File: src/rtl/phy_sig_pkg.sv
// Shared constants and helpers for the 802.11a SIGNAL field serializer.
// The optional RATE check in the top is enabled by defining SIG_RATE_CHECK_EN.
package phy_sig_pkg;

    localparam int SIG_RATE_W       = 4;
    localparam int SIG_LEN_W        = 12;
    localparam int SIG_BITS         = 24;
    localparam int SIG_PARITY_POS   = 17;
    localparam int SIG_TAIL_BITS    = 6;
    localparam int SIG_RESERVED_POS = 4;

    localparam logic [0:0] ST_IDLE = 1'b0;
    localparam logic [0:0] ST_SEND = 1'b1;

    // Every legal 802.11a RATE code has R4 (the last-sent bit, rate[0]) set.
    function automatic logic sig_rate_valid(input logic [SIG_RATE_W-1:0] rate);
        return rate[0];
    endfunction

endpackage

File: src/rtl/sig_field_serializer_bit_cnt.sv
// Modulo-N bit index counter for the SIGNAL serializer; wraps to 0 on run at N-1.
module sig_bit_cnt #(
    parameter int N = 24,
    parameter int W = 5
) (
    input  logic         clk,
    input  logic         rst,
    input  logic         i_clr,
    input  logic         i_run,
    output logic [W-1:0] o_cnt,
    output logic         o_zero,
    output logic         o_at_last
);

    logic [W-1:0] r_cnt;

    always_ff @(posedge clk) begin
        if (!rst) begin
            r_cnt <= '0;
        end else if (i_clr) begin
            r_cnt <= '0;
        end else if (i_run) begin
            r_cnt <= (r_cnt == W'(N - 1)) ? '0 : r_cnt + 1'b1;
        end
    end

    assign o_cnt     = r_cnt;
    assign o_zero    = (r_cnt == '0);
    assign o_at_last = (r_cnt == W'(N - 1));

endmodule

File: src/rtl/sig_field_serializer.sv
// Builds the 24-bit 802.11a SIGNAL field and streams it LSB-first over valid/ready.
// Define SIG_RATE_CHECK_EN to reject RATE codes with R4==0 (err pulse, no frame).
module sig_field_serializer
    import phy_sig_pkg::*;
#(
    parameter int RATE_W = SIG_RATE_W,
    parameter int LEN_W  = SIG_LEN_W,
    localparam int PAR_POS = RATE_W + 1 + LEN_W,
    localparam int FIELD_W = PAR_POS + 1 + SIG_TAIL_BITS,
    localparam int IDX_W   = $clog2(FIELD_W)
) (
    input  logic              clk,
    input  logic              rst,
    input  logic              req_valid,
    output logic              req_ready,
    input  logic [RATE_W-1:0] rate,
    input  logic [LEN_W-1:0]  length,
    output logic              bit_out,
    output logic              bit_valid,
    input  logic              bit_ready,
    output logic [IDX_W-1:0]  bit_idx,
    output logic              bit_last,
    output logic              done,
    output logic              err
);

    logic [0:0]         r_state;
    logic [FIELD_W-1:0] r_sreg;
    logic               r_done;

    logic [RATE_W-1:0]  w_rate_rev;
    logic [PAR_POS-1:0] w_hdr;
    logic               w_parity;
    logic [FIELD_W-1:0] w_field;
    logic               w_load;
    logic               w_rate_ok;
    logic               w_start;
    logic               w_xfer;
    logic [IDX_W-1:0]   w_idx;
    logic               w_zero;
    logic               w_at_last;

    // R1 is rate[3] but goes out first, so the RATE nibble is bit-reversed into the field.
    for (genvar gi = 0; gi < RATE_W; gi++) begin : g_rate_rev
        assign w_rate_rev[gi] = rate[RATE_W-1-gi];
    end

    assign w_hdr    = {length, 1'b0, w_rate_rev};
    assign w_parity = ^w_hdr;
    assign w_field  = {{SIG_TAIL_BITS{1'b0}}, w_parity, w_hdr};

    assign req_ready = rst & (r_state == ST_IDLE);
    assign w_load    = req_valid & req_ready;
    assign w_start   = w_load & w_rate_ok;
    assign w_xfer    = (r_state == ST_SEND) & bit_ready;

`ifdef SIG_RATE_CHECK_EN
    logic r_err;

    assign w_rate_ok = sig_rate_valid(rate);

    always_ff @(posedge clk) begin
        if (!rst) begin
            r_err <= 1'b0;
        end else begin
            r_err <= w_load & ~w_rate_ok;
        end
    end

    assign err = r_err;
`else
    assign w_rate_ok = 1'b1;
    assign err       = 1'b0;
`endif

    always_ff @(posedge clk) begin
        if (!rst) begin
            r_state <= ST_IDLE;
            r_sreg  <= '0;
            r_done  <= 1'b0;
        end else begin
            r_done <= w_xfer & w_at_last;
            if (w_start) begin
                r_sreg  <= w_field;
                r_state <= ST_SEND;
            end else if (w_xfer) begin
                r_sreg <= r_sreg >> 1;
                if (w_at_last) begin
                    r_state <= ST_IDLE;
                end
            end
        end
    end

    // The index normally wraps to 0 at frame end; clearing on load only matters if it did not.
    sig_bit_cnt #(
        .N (FIELD_W),
        .W (IDX_W)
    ) u_bit_cnt (
        .clk       (clk),
        .rst       (rst),
        .i_clr     (w_start & ~w_zero),
        .i_run     (w_xfer),
        .o_cnt     (w_idx),
        .o_zero    (w_zero),
        .o_at_last (w_at_last)
    );

    assign bit_out   = r_sreg[0];
    assign bit_valid = (r_state == ST_SEND);
    assign bit_idx   = w_idx;
    assign bit_last  = (r_state == ST_SEND) && w_at_last;
    assign done      = r_done;

endmodule

File: config.mk
export PLATFORM = sky130hd
export DESIGN_NAME = sig_field_serializer
export DESIGN_NICKNAME = d
export VERILOG_FILES = /design/src/rtl/phy_sig_pkg.sv /design/src/rtl/sig_field_serializer_bit_cnt.sv /design/src/rtl/sig_field_serializer.sv
export SDC_FILE = /design/constraint.sdc
export NUM_CORES = 1
export LEC_CHECK = 0
export BUFFER_PORTS_ARGS = -buffer_cell sky130_fd_sc_hd__buf_2
export CORE_MARGIN = 2
export CORE_UTILIZATION = 43
export CTS_BUF_LIST = sky130_fd_sc_hd__clkbuf_4
export DETAILED_ROUTE_END_ITERATION = 10
export PLACE_DENSITY = 0.66
export RECOVER_POWER = 100
export SKIP_LAST_GASP = 1
export SYNTH_ARGS = -nofsm -noshare
export SYNTH_HDL_FRONTEND = slang
export SYNTH_HIERARCHICAL = 1
export SYNTH_SLANG_ARGS = --single-unit
File: constraint.sdc
create_clock -name clk -period 4.3 [get_ports clk]
set_clock_uncertainty 0.05 [all_clocks]
set_input_delay 0.43 -clock clk [delete_from_list [all_inputs] [get_ports clk]]
set_output_delay 0.43 -clock clk [all_outputs]
set_load 0.03 [all_outputs]
==> flow_metrics.py <==
metrics = {
    "run_status": {
        "status": "finished with violations",
        "violations": "DRC",
    },
    "clock_network": {
        "hold_buffers": 0,
        "clk_latency_ns": 0.31,
        "post_cts_buffers": 0,
        "clockBufferDepth": 2,
        "ctsResizeCount": 0,
        "cts_buffers": 3,
        "clock_sinks": 25,
        "clkTransAtPathRegs_ns": 0.14,
        "cts_tree": "built",
        "root_buffer": "clkbuf_4",
        "cts_max_level": 1,
    },
    "critical_path": {
        "cp_max_fo": 24,
        "crit_path_top_delay_cell": "clkinv_1",
        "required_ns": 4.51,
        "endpoint_kind": "register",
        "critPathLaunchType": "register",
        "rr_endpoint": "u_bit_cnt/o_cnt[3]",
        "worstPathArrival_ns": 2.68,
        "max_stage_delay_ns": 0.70,
        "crit_chain": "nand2_1 > clkinv_1 > and3_1 > a211o_1 > a21oi_2",
        "r2r_slack_ns": 1.82,
        "worstSetupPathType": "register to register",
        "reg2reg_depth": 5,
        "r2r-start": "bit_valid",
    },
    "synthesis": {
        "synth-main-ff-cell": "dfxtp_1",
        "async_flop_share_pct": 0,
        "synth_area_um2": 1290,
        "synthCells": 153,
        "synth_edf_count": 0,
        "yosysUniqueCellTypes": 30,
        "syn_area_per_cell_um2": 8.41,
        "yosysSeqAreaShare_pct": 38.9,
        "synth_seq_cells": 25,
        "yosys_warnings": 6,
        "synth_nets": 175,
    },
    "place": {
        "io_buffers": 29,
        "dpl.hpwl_mm": 1.89,
        "gp_congestion": 0.710,
        "placed_area_um2": 1430,
    },
    "drt": {
        "first_pass_iters": 7,
        "drt-wirelength-per-cell_um": 12.5,
        "via_per_inst": 5.37,
        "via_count": 1123,
        "drc": 4,
        "drt_wl_total_mm": 2.61,
        "drt_iter0_drc": 33,
        "drtAntennaViolNets": 0,
    },
    "sta": {
        "post-route-period-util_pct": 57.6,
        "period_minus_slack_ns": 2.48,
        "grt_setup_unrepaired": "false",
        "tightest_slew_ns": 1.03,
        "finalMaxSlewViolations": 0,
        "maxSlewHeadroom_pct": 31.0,
        "hold_viol_final": 0,
        "max_freq_mhz": 404,
        "setup_tns_ns": 0,
        "finalSetupViolations": 0,
    },
    "global_route": {
        "grt_pass1_wl_mm": 4.54,
        "grt_antenna_before_repair": 0,
        "grt-ovfl-total": 0,
        "grt_start_max_net_pins": 36,
        "track_usage_pct": 16.9,
        "grt_pass1_vias": 1118,
    },
    "finish": {
        "area_growth_pct": 11.9,
        "final_common_cell": "nand2_1",
        "nets": 201,
        "n_antenna_cell": 0,
        "drive_above_1_share_pct": 13.5,
        "design_area_um2": 1440,
        "final_cell_mix": "nand2_1, dfxtp_1, buf_2",
    },
    "min_path": {
        "hold-path-endpoint": "done",
        "hp-start": "bit_ready",
        "hold_path_class": "input pin to register",
        "whs_path_depth": 2,
    },
    "floorplan": {
        "die_area_um2": 3440,
        "die_h_um": 58.7,
        "core_um2": 2810,
        "rows": 19,
        "start_util_pct": 45.9,
        "fp.dieW_um": 58.7,
        "ios": 31,
    },
    "power_and_ir_drop": {
        "power.switching_w": 0.000132,
        "pwr-share-clk_pct": 23.9,
        "p_seq_share_pct": 54.5,
        "total_power_w": 0.000467,
        "p_int_w": 0.000335,
        "peakVddDrop_mv": 0.167,
        "pwr-share-comb_pct": 21.5,
        "sw_frac_of_total_pct": 28.3,
        "power.density_nw_per_um2": 324,
        "p_leak_nw": 0.702,
    },
    "run": {
        "drv_cap": 0,
    },
}
==> sequential cells by signal (all words and copies together), names as in the netlist <==
name	cells
u_bit_cnt/o_cnt	5
bit_valid	1
done	1
r_sreg	18
==> routing by layer <==
layer / routed length, um / vias to the layer above / track usage [%]
li1: - / 574 / -
met5: 0 / - / 0
met4: 14 / 0 / 6.17
met3: 162 / 2 / 3.30
met2: 1220 / 29 / 30.2
met1: 1210 / 518 / 20.0
==> cells in the mapped netlist, types with 2 or more instances <==
master	instances	area share [%]
o211a_1	16	12
dfxtp_1	25	39
nand3_1	17	6.6
buf_4	2	1.2
nor2b_1	3	1.5
nand2b_1	2	0.97
a21oi_1	3	1.2
buf_2	3	1.2
clkbuf_1	3	0.88
nand2_1	39	11
o22ai_1	2	0.97
xnor2_1	14	9.5
xor2_1	3	2.0
inv_1	3	0.88
ha_1	2	1.9
nor2_1	2	0.58
==> critical path: cells and delay by family, from the launching register on <==
| kind | cells | cell delay (ns) |
|---|---|---|
| AO/OA/AOI/OAI | 2 | 0.42 |
| buffers and inverters | 1 | 0.70 |
| flip-flops | 1 | 0.38 |
| AND/OR/NAND/NOR | 2 | 0.86 |
==> logic make-up after synthesis <==
kind of cell | Yosys count | share of synthesized area (%)
xor+xnor | 17 | 11.6
fa+ha+maj | 2 | 1.95
compound gates | 25 | 17.0
simple gates | 71 | 25.9
flops | 25 | 38.9
buf+inv | 12 | 4.38
other cells | 1 | 0.292
==> stage by stage <==
stage | hold WS, ns | setup slack, ns | std cells | util (%)
6_report | 0.300 | 1.82 | 209 | 51.3
5_1_grt | 0.292 | 1.56 | 209 | 51.3
4_1_cts | 0.305 | 2.08 | 209 | 52.0
3_5_place_dp | 0.404 | 1.95 | 205 | 50.9
3_3_place_gp | 0.393 | 1.97 | 205 | 50.9
2_1_floorplan | 0.378 | 2.50 | 153 | -
==> power groups by stage <==
stage               registers [W]  clock network, W  logic (W)
floorplan                0.000263                 0  0.0000728
global placement         0.000260                 0  0.0000997
detailed placement       0.000260                 0   0.000102
CTS                      0.000255          0.000117   0.000103
global route             0.000257          0.000127   0.000114
finish                   0.000255          0.000112   0.000100
==> worst max path at each step <==
stage | cells after the start | from | end
after floorplan | 3 | u_bit_cnt/o_cnt[0] | bit_last
after global placement | 6 | bit_ready | u_bit_cnt/o_cnt[3]
after detailed placement | 6 | bit_ready | u_bit_cnt/o_cnt[3]
after CTS | 5 | bit_valid | u_bit_cnt/o_cnt[3]
after global routing | 5 | bit_valid | u_bit_cnt/o_cnt[3]
final | 5 | bit_valid | u_bit_cnt/o_cnt[3]
==> final cells by class <==
class / instances / area (um^2)
multi-input cells: 116 / 722
well taps: 31 / 38.8
repair buffers: 29 / 133
clock buffers: 4 / 30.0
flip-flops and latches: 25 / 500
fillers: 292 / 1370
inverters: 4 / 15.0
No activity file was read; power rests on OpenSTA's default activity.
